**config.mk**
```make
export PLATFORM = sky130hd
export DESIGN_NAME = mem_port_arbiter
export DESIGN_NICKNAME = d
export VERILOG_FILES = /design/src/rtl/mem_port_arbiter.sv
export SDC_FILE = /design/constraint.sdc
export NUM_CORES = 1
export LEC_CHECK = 0
export BUFFER_PORTS_ARGS = -buffer_cell sky130_fd_sc_hd__buf_4
export CAP_MARGIN = 15
export CORE_MARGIN = 2
export CORE_UTILIZATION = 35
export CTS_BUF_LIST = sky130_fd_sc_hd__clkbuf_8
export CTS_CLUSTER_DIAMETER = 150
export DETAILED_ROUTE_END_ITERATION = 8
export PLACE_DENSITY = 0.65
export SYNTH_ARGS = -nofsm -noshare
export SYNTH_HDL_FRONTEND = slang
export SYNTH_SLANG_ARGS = --single-unit
```
**constraint.sdc**
```tcl
create_clock -name clk -period 2.33 [get_ports clk]
set_input_delay 0.233 -clock clk [delete_from_list [all_inputs] [get_ports clk]]
set_output_delay 0.233 -clock clk [all_outputs]
set_load 0.01 [all_outputs]
```
**src/rtl/mem_port_arbiter.sv**
```systemverilog
// Shares the unified memory port between instruction fetch (IF) and data (D) requesters.
// Optional build macro MEM_ARB_TIMEOUT_EN adds a wait-state abort with err reporting.
//
// state  | meaning
// IDLE   | no access; grants one pending requester (D first, IF on starvation)
// ACCESS | mem_req held with the latched command until mem_ready (or timeout abort)
// RESP   | owner's rvalid pulse with the captured read data; no grants issued
module mem_port_arbiter #(
    parameter int ADDR_W       = 32,
    parameter int DATA_W       = 32,
    parameter int STARVE_LIMIT = 4,
    parameter int MAX_WAIT     = 15
) (
    input  logic                clk,
    input  logic                reset,
    input  logic                if_req,
    input  logic [ADDR_W-1:0]   if_addr,
    output logic                if_gnt,
    output logic                if_rvalid,
    output logic [DATA_W-1:0]   if_rdata,
    input  logic                d_req,
    input  logic                d_we,
    input  logic [ADDR_W-1:0]   d_addr,
    input  logic [DATA_W-1:0]   d_wdata,
    input  logic [DATA_W/8-1:0] d_be,
    output logic                d_gnt,
    output logic                d_rvalid,
    output logic [DATA_W-1:0]   d_rdata,
    output logic                mem_req,
    output logic                mem_we,
    output logic [ADDR_W-1:0]   mem_addr,
    output logic [DATA_W-1:0]   mem_wdata,
    output logic [DATA_W/8-1:0] mem_be,
    input  logic                mem_ready,
    input  logic [DATA_W-1:0]   mem_rdata,
    output logic                busy,
    output logic                err
);

    localparam int BE_W = DATA_W / 8;
    localparam logic [3:0] STARVE_L = 4'(STARVE_LIMIT);

    if (STARVE_LIMIT < 1 || STARVE_LIMIT > 15) begin : g_bad_starve
        $error("mem_port_arbiter: STARVE_LIMIT out of range 1..15");
    end
    if (MAX_WAIT < 1 || MAX_WAIT > 255) begin : g_bad_wait
        $error("mem_port_arbiter: MAX_WAIT out of range 1..255");
    end

    typedef enum logic [1:0] {
        S_IDLE   = 2'd0,
        S_ACCESS = 2'd1,
        S_RESP   = 2'd2
    } state_t;

    state_t state, state_nxt;

    logic              owner_d_q;
    logic              we_q;
    logic [ADDR_W-1:0] addr_q;
    logic [DATA_W-1:0] wdata_q;
    logic [BE_W-1:0]   be_q;
    logic [DATA_W-1:0] rdata_q;
    logic [3:0]        starve_cnt;

    logic grant_if;
    logic grant_d;
    logic mem_done;
    logic mem_abort;
    logic timeout_hit;

`ifdef MEM_ARB_TIMEOUT_EN
    localparam logic [7:0] MAX_WAIT_L = 8'(MAX_WAIT);

    // Down-counter of wait cycles still allowed; abort when it reaches zero without mem_ready.
    logic [7:0] wait_left;
    logic       err_q;

    always_ff @(posedge clk) begin
        if (reset) begin
            wait_left <= '0;
        end else if (grant_if || grant_d) begin
            wait_left <= MAX_WAIT_L;
        end else if (state == S_ACCESS && wait_left != 8'd0) begin
            wait_left <= wait_left - 8'd1;
        end
    end

    always_ff @(posedge clk) begin
        if (reset) begin
            err_q <= 1'b0;
        end else if (mem_done) begin
            err_q <= 1'b0;
        end else if (mem_abort) begin
            err_q <= 1'b1;
        end
    end

    assign timeout_hit = (wait_left == 8'd0);
`else
    assign timeout_hit = 1'b0;
`endif

    always_ff @(posedge clk) begin
        if (reset) begin
            state <= S_IDLE;
        end else begin
            state <= state_nxt;
        end
    end

    always_comb begin
        state_nxt = state;
        grant_if  = 1'b0;
        grant_d   = 1'b0;
        mem_done  = 1'b0;
        mem_abort = 1'b0;
        case (state)
            S_IDLE: begin
                if (!reset) begin
                    if (if_req && (!d_req || starve_cnt == STARVE_L)) begin
                        grant_if = 1'b1;
                    end else if (d_req) begin
                        grant_d = 1'b1;
                    end
                end
                if (grant_if || grant_d) begin
                    state_nxt = S_ACCESS;
                end
            end
            S_ACCESS: begin
                if (mem_ready) begin
                    mem_done  = 1'b1;
                    state_nxt = S_RESP;
                end else if (timeout_hit) begin
                    mem_abort = 1'b1;
                    state_nxt = S_RESP;
                end
            end
            S_RESP: begin
                state_nxt = S_IDLE;
            end
            default: begin
                state_nxt = S_IDLE;
            end
        endcase
    end

    always_ff @(posedge clk) begin
        if (reset) begin
            owner_d_q <= 1'b0;
            we_q      <= 1'b0;
            addr_q    <= '0;
            wdata_q   <= '0;
            be_q      <= '0;
            rdata_q   <= '0;
        end else begin
            if (grant_if) begin
                owner_d_q <= 1'b0;
                we_q      <= 1'b0;
                addr_q    <= if_addr;
                wdata_q   <= '0;
                be_q      <= '1;
            end else if (grant_d) begin
                owner_d_q <= 1'b1;
                we_q      <= d_we;
                addr_q    <= d_addr;
                wdata_q   <= d_wdata;
                be_q      <= d_be;
            end
            if (mem_done) begin
                rdata_q <= we_q ? '0 : mem_rdata;
            end else if (mem_abort) begin
                rdata_q <= '0;
            end
        end
    end

    // Counts consecutive D grants that left a waiting IF behind.
    always_ff @(posedge clk) begin
        if (reset) begin
            starve_cnt <= '0;
        end else if (grant_d) begin
            if (!if_req) begin
                starve_cnt <= '0;
            end else if (starve_cnt != STARVE_L) begin
                starve_cnt <= starve_cnt + 4'd1;
            end
        end else if (grant_if) begin
            starve_cnt <= '0;
        end
    end

    always_comb begin
        if_gnt    = grant_if;
        d_gnt     = grant_d;
        busy      = (state != S_IDLE);
        mem_req   = 1'b0;
        mem_we    = 1'b0;
        mem_addr  = '0;
        mem_wdata = '0;
        mem_be    = '0;
        if_rvalid = 1'b0;
        if_rdata  = '0;
        d_rvalid  = 1'b0;
        d_rdata   = '0;
        err       = 1'b0;
        if (state == S_ACCESS) begin
            mem_req   = 1'b1;
            mem_we    = we_q;
            mem_addr  = addr_q;
            mem_wdata = wdata_q;
            mem_be    = be_q;
        end
        if (state == S_RESP) begin
            if (owner_d_q) begin
                d_rvalid = 1'b1;
                d_rdata  = rdata_q;
            end else begin
                if_rvalid = 1'b1;
                if_rdata  = rdata_q;
            end
`ifdef MEM_ARB_TIMEOUT_EN
            err = err_q;
`endif
        end
    end

endmodule

```
==> results of run 1 <==
-- synth_stat cells (3+ instances only) --
cell,number,area share
o221a_2,32,0.070
nand2_1,101,0.074
dfxtp_1,108,0.42
o22ai_1,3,0.0037
nand2b_1,3,0.0037
buf_2,17,0.017
nand3b_1,33,0.048
a21oi_1,101,0.098
inv_1,37,0.027
and2_1,134,0.16
nor2_1,8,0.0058
clkbuf_1,34,0.025
-- routing by layer --
metal | GRT usage | up-vias | share of wire
met4 | 0.0745 | 0 | 0.025
li1 | - | 2607 | -
met5 | 0 | - | 0
met2 | 0.314 | 196 | 0.46
met1 | 0.239 | 2327 | 0.43
met3 | 0.0595 | 21 | 0.089
-- layout by cell type (no fill, tap or decap) --
master,instances
nand3_1,2
inv_2,1
and2_1,134
nor3b_2,1
nor2b_4,1
nand4_1,2
a21o_1,1
bufinv_16,3
buf_4,292
nor4_1,1
ha_1,2
nand3b_1,33
clkbuf_8,9
dfxtp_1,108
conb_1,1
and3b_2,1
nor3_4,1
nand2b_1,3
o21ai_0,1
o22ai_1,3
inv_1,38
a31oi_1,1
or2_2,1
nand2_1,101
or3_1,1
a21boi_0,1
nor2b_1,1
o211ai_2,1
nor2_1,8
and3b_1,1
o211ai_4,1
o21ai_2,1
a21oi_1,101
clkinvlp_4,3
or4_1,1
o221a_2,32
a32oi_1,1
-- logic make-up after synthesis --
group                      count (synthesis)  share of synthesized area
and+or+nand+nor                          293                      0.315
adders and majority gates                  2                    0.00487
AOI/OAI and AO/OA                        144                      0.186
buffers and inverters                     92                     0.0729
DFF                                      108                      0.421
other                                      1                   0.000730
-- worst min path at each step --
stage             endpoint  cells past startpoint  slack (ps)        start
6_report        wdata_q[6]                      3          80   d_wdata[6]
2_1_floorplan  wdata_q[12]                      2         370  d_wdata[12]
4_1_cts         wdata_q[6]                      3          60   d_wdata[6]
5_1_grt        wdata_q[27]                      3          60  d_wdata[27]
3_5_place_dp   wdata_q[27]                      2         440  wdata_q[27]
3_3_place_gp    wdata_q[5]                      2         440   wdata_q[5]
-- sequential cells by signal, summed over array words and instances, names as in the netlist --
| register | count |
|---|---|
| owner_d_q | 1 |
| rdata_q | 32 |
| addr_q | 32 |
| wdata_q | 32 |
| be_q | 4 |
| starve_cnt | 4 |
| state | 2 |
| we_q | 1 |
-- worst min-delay path, delay by kind of cell --
family / cells / cell delay, ps
AO/OA/AOI/OAI: 1 / 50
buffers and inverters: 1 / 110
AND/OR/NAND/NOR: 1 / 40
-- repair_timing --
| action | in CTS | in global routing |
|---|---|---|
| hold endpoints to repair | 0 | 0 |
| resized for setup | 0 | 1 |
| setup endpoints to repair | 0 | 4 |
-- power by group through the flow --
stage                     Clock (mW)  Sequential, mW  Combinational (mW)
final                           1.35            2.02               0.680
after global routing            1.49            2.03               0.753
after CTS                       1.41            2.02               0.688
after detailed placement           0            2.06               0.686
after global placement             0            2.05               0.683
after floorplan                    0            2.04               0.362
-- final cells by class --
| cell class | instances | area, sq um |
|---|---|---|
| Fill cell | 1470 | 6840 |
| Multi-Input combinational cell | 440 | 2620 |
| Timing Repair Buffer | 292 | 2190 |
| Sequential cell | 108 | 2160 |
| Tap cell | 184 | 230 |
| Inverter | 38 | 143 |
| Clock buffer | 9 | 124 |
| Clock inverter | 7 | 116 |
==> impl_metrics.prom, run 1 <==
# TYPE chip_impl_metric gauge
chip_impl_info{name="run_status",value="finished clean"} 1
chip_impl_metric{name="grt_antenna_before_repair",unit=""} 0
chip_impl_metric{name="timing.fmax",unit="MHz"} 493
chip_impl_metric{name="detailedPlace.worstSlack",unit="ps"} 553
chip_impl_metric{name="summed_instance_area_of_the_synthesized_netlist",unit="sq um"} 5130
chip_impl_metric{name="first_pass_grt_wire_length",unit="mm"} 24.6
chip_impl_metric{name="mappedNetlistNets",unit=""} 780
chip_impl_metric{name="proportion_of_layout_cells_with_a_drive_suffix_above_1",unit=""} 0.389
chip_impl_metric{name="worst_setup_slack_after_layout",unit="ps"} 300
chip_impl_metric{name="clkSlewWorstSetupHoldPaths",unit="ps"} 110
chip_impl_metric{name="gp_congestion",unit=""} 0.795
chip_impl_metric{name="period_minus_slack",unit="ps"} 2030
chip_impl_info{name="rr_endpoint",value="addr_q[9]"} 1
chip_impl_metric{name="ioPinCount",unit=""} 278
chip_impl_metric{name="final-hold-violation-count",unit=""} 0
chip_impl_info{name="crit_path_cell_trace",value="inv_1 > ha_1 > and3b_1 > o211ai_2 > buf_4 > inv_1 > buf_4"} 1
chip_impl_metric{name="grt_overflow",unit=""} 0
chip_impl_metric{name="ctsLongestPathBuffers",unit=""} 2
chip_impl_metric{name="dp.cells",unit=""} 1062
chip_impl_info{name="path_class",value="flip-flop to output port"} 1
chip_impl_metric{name="h-tree-depth",unit=""} 3
chip_impl_metric{name="grt_usage",unit=""} 0.193
chip_impl_info{name="hold_path.class",value="input pin to flip-flop"} 1
chip_impl_metric{name="pin_count_of_the_biggest_net_entering_global_routing",unit=""} 75
chip_impl_info{name="r2r_start",value="starve_cnt[0]"} 1
chip_impl_metric{name="worst_skew_pair.late_latency",unit="ps"} 380
chip_impl_metric{name="report.power.total",unit="mW"} 4.05
chip_impl_info{name="rsz0062_at_grt",value="false"} 1
chip_impl_metric{name="drt_first_iter_violations",unit=""} 221
chip_impl_metric{name="fin_worst_skew",unit="ps"} 11.0
chip_impl_metric{name="wl_per_cell",unit="microns"} 14.4
chip_impl_metric{name="seq_power_share",unit=""} 0.498
chip_impl_metric{name="finish.cell_count_without_fillers",unit=""} 1078
chip_impl_info{name="timing.critical_path.from_type",value="flip-flop"} 1
chip_impl_metric{name="critPathBufInv",unit=""} 4
chip_impl_metric{name="synth.distinct_cells",unit=""} 34
chip_impl_info{name="root_buffer",value="clkbuf_8"} 1
chip_impl_metric{name="port_buffers",unit=""} 276
chip_impl_metric{name="worst-r2r-setup-slack",unit="ps"} 530
chip_impl_metric{name="cp_data_required_time",unit="ps"} 2100
chip_impl_info{name="cts_tree",value="done"} 1
chip_impl_metric{name="clock_sinks",unit=""} 108
chip_impl_metric{name="maximum_net_fanout_on_the_critical_path",unit=""} 13
chip_impl_metric{name="period_share",unit=""} 0.871
chip_impl_metric{name="final_design_area_no_fill",unit="sq um"} 7590
chip_impl_metric{name="synth-seq-cells",unit=""} 108
chip_impl_metric{name="worstRegToRegCells",unit=""} 7
chip_impl_metric{name="synth-warning-count",unit=""} 0
chip_impl_metric{name="final_antenna_net_count",unit=""} 0
chip_impl_metric{name="final_util",unit=""} 0.526
chip_impl_metric{name="max-cap-violations",unit=""} 0
chip_impl_metric{name="worst_path_largest_cell_delay",unit="ps"} 390
chip_impl_metric{name="async_flop_share",unit=""} 0
chip_impl_metric{name="syn-mean-instance-area",unit="sq um"} 8.02
chip_impl_metric{name="drt_first_pass_iters",unit=""} 4
chip_impl_metric{name="slew_headroom",unit=""} 0.440
chip_impl_metric{name="pwr-share-comb",unit=""} 0.168
chip_impl_metric{name="finalWirelength",unit="mm"} 15.5
chip_impl_metric{name="avgViaCountPerCell",unit=""} 4.78
chip_impl_metric{name="nNetsFinal",unit=""} 1029
chip_impl_metric{name="syn_to_final_growth",unit="%"} 47.8
chip_impl_metric{name="worst_pin_slew",unit="ps"} 840
chip_impl_metric{name="powerDensity",unit="nW/um^2"} 533
chip_impl_metric{name="p_sw",unit="mW"} 1.02
chip_impl_info{name="worstSetupEndpoint",value="if_gnt"} 1
chip_impl_metric{name="initial_core_util",unit=""} 0.356
chip_impl_metric{name="hold_buffers",unit=""} 0
chip_impl_metric{name="vias_in_the_first_global_route",unit=""} 4782
chip_impl_metric{name="setup_tns",unit="ps"} 0
chip_impl_metric{name="share_of_synthesized_area_occupied_by_flip_flops_and_latches",unit=""} 0.421
chip_impl_metric{name="synth_edf_count",unit=""} 0
chip_impl_metric{name="place_hpwl",unit="mm"} 10.9
chip_impl_metric{name="detailed_place.area",unit="sq um"} 7350
chip_impl_info{name="crit_path_top_delay_cell",value="dfxtp_1"} 1
chip_impl_metric{name="post_cts_setup_repair_bufs",unit=""} 0
chip_impl_info{name="synthFlopType",value="dfxtp_1"} 1
chip_impl_metric{name="report.final.setup_viol",unit=""} 0
chip_impl_metric{name="core.rowCount",unit=""} 44
chip_impl_metric{name="die_span_in_y",unit="microns"} 125
chip_impl_metric{name="p_leak",unit="nW"} 3.48
chip_impl_metric{name="drc",unit=""} 0
chip_impl_metric{name="arrival_worst_endpoint",unit="ps"} 1800
chip_impl_metric{name="worst_vdd_ir",unit="mV"} 0.309
chip_impl_metric{name="number_of_buffers_created_by_cts",unit=""} 9
chip_impl_metric{name="fp.dieArea",unit="sq um"} 15700
chip_impl_metric{name="power.clock.fraction",unit=""} 0.334
chip_impl_metric{name="power_switching_share",unit=""} 0.252
chip_impl_metric{name="die_width",unit="microns"} 125
chip_impl_metric{name="postSynthCellCount",unit=""} 640
chip_impl_metric{name="floorplan.core_area",unit="sq um"} 14400
chip_impl_info{name="cp-end-kind",value="output port"} 1
chip_impl_info{name="critical_path.startpoint",value="starve_cnt[0]"} 1
chip_impl_metric{name="vias",unit=""} 5151
chip_impl_info{name="cp_top_family",value="buffers and inverters"} 1
chip_impl_metric{name="hold_slack",unit="ps"} 83.8
chip_impl_metric{name="timing.critical_path.depth",unit=""} 7
chip_impl_metric{name="antenna-diode-count",unit=""} 0
chip_impl_metric{name="fin_max_slew_vios",unit=""} 0
chip_impl_metric{name="intPower",unit="mW"} 3.03
(Power assumes the default switching activity.)
==> run 2: changes to the inputs <==
GPL_TIMING_DRIVEN = 0   (was unset)
==> impl_metrics.prom, run 2 (synthesis results as in run 1) <==
# TYPE chip_impl_metric gauge
chip_impl_metric{name="critPathBufInv",unit=""} 4
chip_impl_metric{name="clkSlewWorstSetupHoldPaths",unit="ps"} 100
chip_impl_metric{name="floorplan.core_area",unit="sq um"} 14400
chip_impl_metric{name="core.rowCount",unit=""} 44
chip_impl_metric{name="first_pass_grt_wire_length",unit="mm"} 26.7
chip_impl_metric{name="port_buffers",unit=""} 275
chip_impl_metric{name="hold-path-cell-count",unit=""} 3
chip_impl_info{name="root_buffer",value="clkbuf_8"} 1
chip_impl_metric{name="finalWirelength",unit="mm"} 17.1
chip_impl_metric{name="vias_in_the_first_global_route",unit=""} 5116
chip_impl_metric{name="syn_to_final_growth",unit="%"} 49.2
chip_impl_metric{name="avgViaCountPerCell",unit=""} 4.76
chip_impl_metric{name="seq_power_share",unit=""} 0.531
chip_impl_metric{name="nNetsFinal",unit=""} 1069
chip_impl_metric{name="max-cap-violations",unit=""} 0
chip_impl_info{name="most-common-layout-cells",value="buf_4 (281), and2_1 (134), dfxtp_1 (108)"} 1
chip_impl_metric{name="final-hold-violation-count",unit=""} 0
chip_impl_metric{name="power.clock.fraction",unit=""} 0.282
chip_impl_metric{name="slew_headroom",unit=""} 0.641
chip_impl_metric{name="grt_overflow",unit=""} 0
chip_impl_info{name="rsz0062_at_grt",value="true"} 1
chip_impl_info{name="r2r_start",value="starve_cnt[0]"} 1
chip_impl_metric{name="pin_count_of_the_biggest_net_entering_global_routing",unit=""} 16
chip_impl_metric{name="ioPinCount",unit=""} 278
chip_impl_info{name="path_class",value="flip-flop to output port"} 1
chip_impl_metric{name="report.power.total",unit="mW"} 3.80
chip_impl_metric{name="h-tree-depth",unit=""} 3
chip_impl_info{name="run_status",value="finished clean"} 1
chip_impl_metric{name="place_hpwl",unit="mm"} 13.1
chip_impl_metric{name="timing.fmax",unit="MHz"} 446
chip_impl_metric{name="p_leak",unit="nW"} 3.53
chip_impl_info{name="cts_tree",value="done"} 1
chip_impl_metric{name="intPower",unit="mW"} 2.76
chip_impl_info{name="rr_endpoint",value="we_q"} 1
chip_impl_metric{name="drt_first_pass_iters",unit=""} 6
chip_impl_metric{name="worst_path_largest_cell_delay",unit="ps"} 420
chip_impl_metric{name="power_switching_share",unit=""} 0.272
chip_impl_info{name="crit_path_cell_trace",value="inv_1 > ha_1 > and3b_1 > o211ai_4 > buf_4 > inv_1 > buf_4"} 1
chip_impl_metric{name="period_share",unit=""} 0.963
chip_impl_metric{name="wl_per_cell",unit="microns"} 15.3
chip_impl_metric{name="vias",unit=""} 5323
chip_impl_info{name="layout_commonest_cell",value="buf_4"} 1
chip_impl_metric{name="drc",unit=""} 0
chip_impl_metric{name="fp.dieArea",unit="sq um"} 15700
chip_impl_metric{name="proportion_of_layout_cells_with_a_drive_suffix_above_1",unit=""} 0.379
chip_impl_metric{name="worstRegToRegCells",unit=""} 8
chip_impl_metric{name="die_width",unit="microns"} 125
chip_impl_metric{name="worst_vdd_ir",unit="mV"} 0.271
chip_impl_metric{name="period_minus_slack",unit="ps"} 2240
chip_impl_metric{name="clock_sinks",unit=""} 108
chip_impl_metric{name="p_sw",unit="mW"} 1.03
chip_impl_info{name="hold_path.class",value="input pin to flip-flop"} 1
chip_impl_metric{name="worst-r2r-setup-slack",unit="ps"} 370
chip_impl_metric{name="worst_skew_pair.late_latency",unit="ps"} 390
chip_impl_info{name="hold_path_start",value="d_wdata[10]"} 1
chip_impl_metric{name="arrival_worst_endpoint",unit="ps"} 2010
chip_impl_metric{name="final_antenna_net_count",unit=""} 0
chip_impl_metric{name="number_of_buffers_created_by_cts",unit=""} 9
chip_impl_metric{name="num-fill-cells",unit=""} 1487
chip_impl_metric{name="grt_usage",unit=""} 0.214
chip_impl_metric{name="powerDensity",unit="nW/um^2"} 496
chip_impl_info{name="cp_top_family",value="buffers and inverters"} 1
chip_impl_metric{name="hold_buffers",unit=""} 0
chip_impl_metric{name="fin_max_slew_vios",unit=""} 0
chip_impl_metric{name="pwr-share-comb",unit=""} 0.187
chip_impl_metric{name="maximum_net_fanout_on_the_critical_path",unit=""} 10
chip_impl_info{name="crit_path_top_delay_cell",value="dfxtp_1"} 1
chip_impl_info{name="timing.critical_path.from_type",value="flip-flop"} 1
chip_impl_metric{name="gp_congestion",unit=""} 0.794
chip_impl_info{name="holdPathEnd",value="wdata_q[10]"} 1
chip_impl_metric{name="drt_first_iter_violations",unit=""} 199
chip_impl_metric{name="hold_slack",unit="ps"} 82.5
chip_impl_metric{name="initial_core_util",unit=""} 0.356
chip_impl_info{name="cp-end-kind",value="output port"} 1
chip_impl_metric{name="grt_antenna_before_repair",unit=""} 1
chip_impl_metric{name="report.final.setup_viol",unit=""} 0
chip_impl_metric{name="cp_data_required_time",unit="ps"} 2100
chip_impl_info{name="reg_top3",value="addr_q (32), rdata_q (32), wdata_q (32)"} 1
chip_impl_metric{name="worst_pin_slew",unit="ps"} 538
chip_impl_metric{name="fin_worst_skew",unit="ps"} 6.49
chip_impl_metric{name="die_span_in_y",unit="microns"} 125
chip_impl_metric{name="ctsLongestPathBuffers",unit=""} 2
-- run 2: repair_timing --
action                     CTS  global route
gates resized for setup      5            10
pin swaps                    0             1
setup endpoints to repair   32            40
cloned                       0             0
setup buffers                0             3
-- run 2: final cells by class --
| type | count | area, sq um | share of cell area |
|---|---|---|---|
| Clock buffer | 11 | 151 | 0.0198 |
| Inverter | 38 | 143 | 0.0186 |
| Sequential cell | 108 | 2160 | 0.282 |
| Multi-Input combinational cell | 440 | 2630 | 0.343 |
| Clock inverter | 4 | 17.5 | 0.00229 |
| Tap cell | 184 | 230 | 0.0301 |
| Buffer | 54 | 240 | 0.0314 |
| Timing Repair Buffer | 278 | 2090 | 0.272 |
| Antenna cell | 1 | 2.50 | 0.000327 |
-- run 2: how the worst max path moves through the flow --
stage	from	end	slack, ps	cells after the start
floorplan	starve_cnt[0]	if_gnt	670	6
global placement	state[1]	if_rdata[25]	240	4
detailed placement	starve_cnt[0]	if_gnt	230	7
CTS	starve_cnt[0]	if_gnt	9	7
global route	starve_cnt[0]	if_gnt	-40	7
finish	starve_cnt[0]	if_gnt	90	7
-- run 2: per-layer routing --
metal / up-vias / GRT usage / wire, microns
li1: 2691 / - / -
met1: 2401 / 0.253 / 7190
met2: 205 / 0.357 / 8040
met3: 26 / 0.0659 / 1410
met4: 0 / 0.0935 / 486
met5: - / 0 / 0
-- run 2: through the flow --
| stage | setup WS, ps | instance area [sq um] | util | std cells | setup TNS, ps |
|---|---|---|---|---|---|
| after floorplan | 667 | 5130 | - | 640 | 0 |
| after global placement | 239 | 7430 | 0.515 | 1099 | 0 |
| after detailed placement | 230 | 7430 | 0.515 | 1099 | 0 |
| after CTS | 8.60 | 7620 | 0.529 | 1114 | 0 |
| after global routing | -45.0 | 7660 | 0.531 | 1117 | -515 |
| final | 87.0 | 7660 | 0.531 | 1118 | 0 |
-- run 2: power groups by stage --
stage	clock network [mW]	registers [mW]	logic (mW)
after floorplan	0	2.04	0.362
after global placement	0	2.05	0.700
after detailed placement	0	2.06	0.703
after CTS	1.12	2.02	0.710
after global routing	1.19	2.04	0.788
final	1.07	2.02	0.709
-- run 2: worst reg2reg max path: stages, from the launching register on --
cell	delay (ps)
dfxtp_1	370
inv_1	70
ha_1	160
nand3b_1	150
o211ai_4	270
buf_4	160
clkbuf_1	350
nand2_1	100
a21oi_1	240
==> run 3: changes to the inputs <==
SETUP_SLACK_MARGIN = 0.2   (was unset)
==> impl_metrics.prom, run 3 (synthesis results as in run 1) <==
# TYPE chip_impl_metric gauge
chip_impl_metric{name="wl_per_cell",unit="microns"} 15.3
chip_impl_metric{name="fp.dieArea",unit="sq um"} 15700
chip_impl_metric{name="slew_headroom",unit=""} 0.639
chip_impl_metric{name="gp_congestion",unit=""} 0.794
chip_impl_info{name="cp-end-kind",value="output port"} 1
chip_impl_info{name="hold_path.class",value="input pin to flip-flop"} 1
chip_impl_metric{name="h-tree-depth",unit=""} 3
chip_impl_metric{name="period_minus_slack",unit="ps"} 2060
chip_impl_metric{name="max-cap-violations",unit=""} 0
chip_impl_metric{name="port_buffers",unit=""} 275
chip_impl_metric{name="maximum_net_fanout_on_the_critical_path",unit=""} 10
chip_impl_info{name="run_status",value="finished clean"} 1
chip_impl_metric{name="clkSlewWorstSetupHoldPaths",unit="ps"} 100
chip_impl_metric{name="report.power.total",unit="mW"} 3.80
chip_impl_metric{name="die_width",unit="microns"} 125
chip_impl_info{name="most-common-layout-cells",value="buf_4 (280), and2_1 (134), dfxtp_1 (105)"} 1
chip_impl_info{name="root_buffer",value="clkbuf_8"} 1
chip_impl_metric{name="ctsLongestPathBuffers",unit=""} 2
chip_impl_metric{name="clock_sinks",unit=""} 108
chip_impl_info{name="layout_commonest_cell",value="buf_4"} 1
chip_impl_metric{name="vias",unit=""} 5307
chip_impl_metric{name="arrival_worst_endpoint",unit="ps"} 1820
chip_impl_metric{name="nNetsFinal",unit=""} 1068
chip_impl_metric{name="final_antenna_net_count",unit=""} 0
chip_impl_metric{name="die_span_in_y",unit="microns"} 125
chip_impl_metric{name="ioPinCount",unit=""} 278
chip_impl_metric{name="avgViaCountPerCell",unit=""} 4.75
chip_impl_metric{name="vias_in_the_first_global_route",unit=""} 5116
chip_impl_metric{name="drt_first_iter_violations",unit=""} 209
chip_impl_metric{name="grt_usage",unit=""} 0.214
chip_impl_metric{name="hold_slack",unit="ps"} 83.1
chip_impl_metric{name="report.final.setup_viol",unit=""} 0
chip_impl_metric{name="first_pass_grt_wire_length",unit="mm"} 26.7
chip_impl_metric{name="cp_data_required_time",unit="ps"} 2100
chip_impl_metric{name="setup_tns",unit="ps"} 0
chip_impl_metric{name="p_leak",unit="nW"} 3.57
chip_impl_metric{name="timing.fmax",unit="MHz"} 487
chip_impl_metric{name="worst_skew_pair.late_latency",unit="ps"} 380
chip_impl_metric{name="core.rowCount",unit=""} 44
chip_impl_metric{name="initial_core_util",unit=""} 0.356
chip_impl_metric{name="worst_pin_slew",unit="ps"} 542
chip_impl_metric{name="proportion_of_layout_cells_with_a_drive_suffix_above_1",unit=""} 0.394
chip_impl_info{name="reg_top3",value="addr_q (32), rdata_q (32), wdata_q (32)"} 1
chip_impl_metric{name="pin_count_of_the_biggest_net_entering_global_routing",unit=""} 16
chip_impl_metric{name="place_hpwl",unit="mm"} 13.1
chip_impl_info{name="timing.critical_path.from_type",value="flip-flop"} 1
chip_impl_metric{name="number_of_buffers_created_by_cts",unit=""} 9
chip_impl_info{name="rsz0062_at_grt",value="true"} 1
chip_impl_metric{name="finalWirelength",unit="mm"} 17.1
chip_impl_metric{name="finish.cell_count_without_fillers",unit=""} 1117
chip_impl_metric{name="fin_max_slew_vios",unit=""} 0
chip_impl_metric{name="final-hold-violation-count",unit=""} 0
chip_impl_info{name="cts_tree",value="done"} 1
chip_impl_metric{name="drt_first_pass_iters",unit=""} 4
chip_impl_metric{name="floorplan.core_area",unit="sq um"} 14400
chip_impl_metric{name="powerDensity",unit="nW/um^2"} 494
chip_impl_metric{name="worst_vdd_ir",unit="mV"} 0.270
chip_impl_metric{name="detailedPlace.worstSlack",unit="ps"} 230
chip_impl_metric{name="worst_setup_slack_after_layout",unit="ps"} 275
chip_impl_info{name="path_class",value="flip-flop to output port"} 1
chip_impl_metric{name="period_share",unit=""} 0.882
chip_impl_metric{name="fin_worst_skew",unit="ps"} 5.42
chip_impl_metric{name="syn_to_final_growth",unit="%"} 49.7
chip_impl_metric{name="grt_overflow",unit=""} 0
chip_impl_metric{name="drc",unit=""} 0
chip_impl_metric{name="grt_antenna_before_repair",unit=""} 1
chip_impl_metric{name="dp.cells",unit=""} 1099
run 3: final timing paths:
path,slack (ps),from,depth (start not counted),end
max,270,starve_cnt[0],7,if_gnt
min,80,d_wdata[10],3,wdata_q[10]
max reg2reg,350,starve_cnt[0],9,we_q
min reg2reg,450,wdata_q[19],2,wdata_q[19]
run 3: report_power, final:
group	internal [mW]	switching, mW
sequential	1.96	0.0563
clock	0.432	0.639
combinational	0.375	0.337
run 3: final cells by class:
type / instances / area, sq um
well taps: 184 / 230
fillers: 1479 / 6740
plain buffers: 54 / 268
clock buffers: 11 / 151
clock inverters: 4 / 17.5
flip-flops and latches: 108 / 2170
diodes: 1 / 2.50
repair buffers: 277 / 2080
inverters: 38 / 145
multi-input cells: 440 / 2630
run 3: metrics by stage:
step | cell area, sq um | util
final | 7690 | 0.533
after global routing | 7680 | 0.533
after CTS | 7670 | 0.532
after detailed placement | 7430 | 0.515
after global placement | 7430 | 0.515
after floorplan | 5130 | -
run 3: what timing repair did:
item	4_1_cts	5_1_grt
pin swaps	3	0
hold buffers	0	0
cloned	0	0
buffers inserted	2	0
resized for setup	22	11
setup endpoints to repair	115	56
run 3: per-layer routing:
layer  track usage  vias to the layer above  routed length [microns]
met5             0                        -                        0
met4        0.0935                        0                      487
met3        0.0659                       26                     1380
met2         0.356                      202                     8040
met1         0.254                     2392                     7170
li1              -                     2687                        -
run 3: critical path, cell delays in order, from the launching register on:
cell and delay [ps]:
dfxtp_2 380, inv_1 50, ha_1 210, and3b_1 230, o211ai_4 200, clkbuf_8 190, inv_1 40, buf_4 130
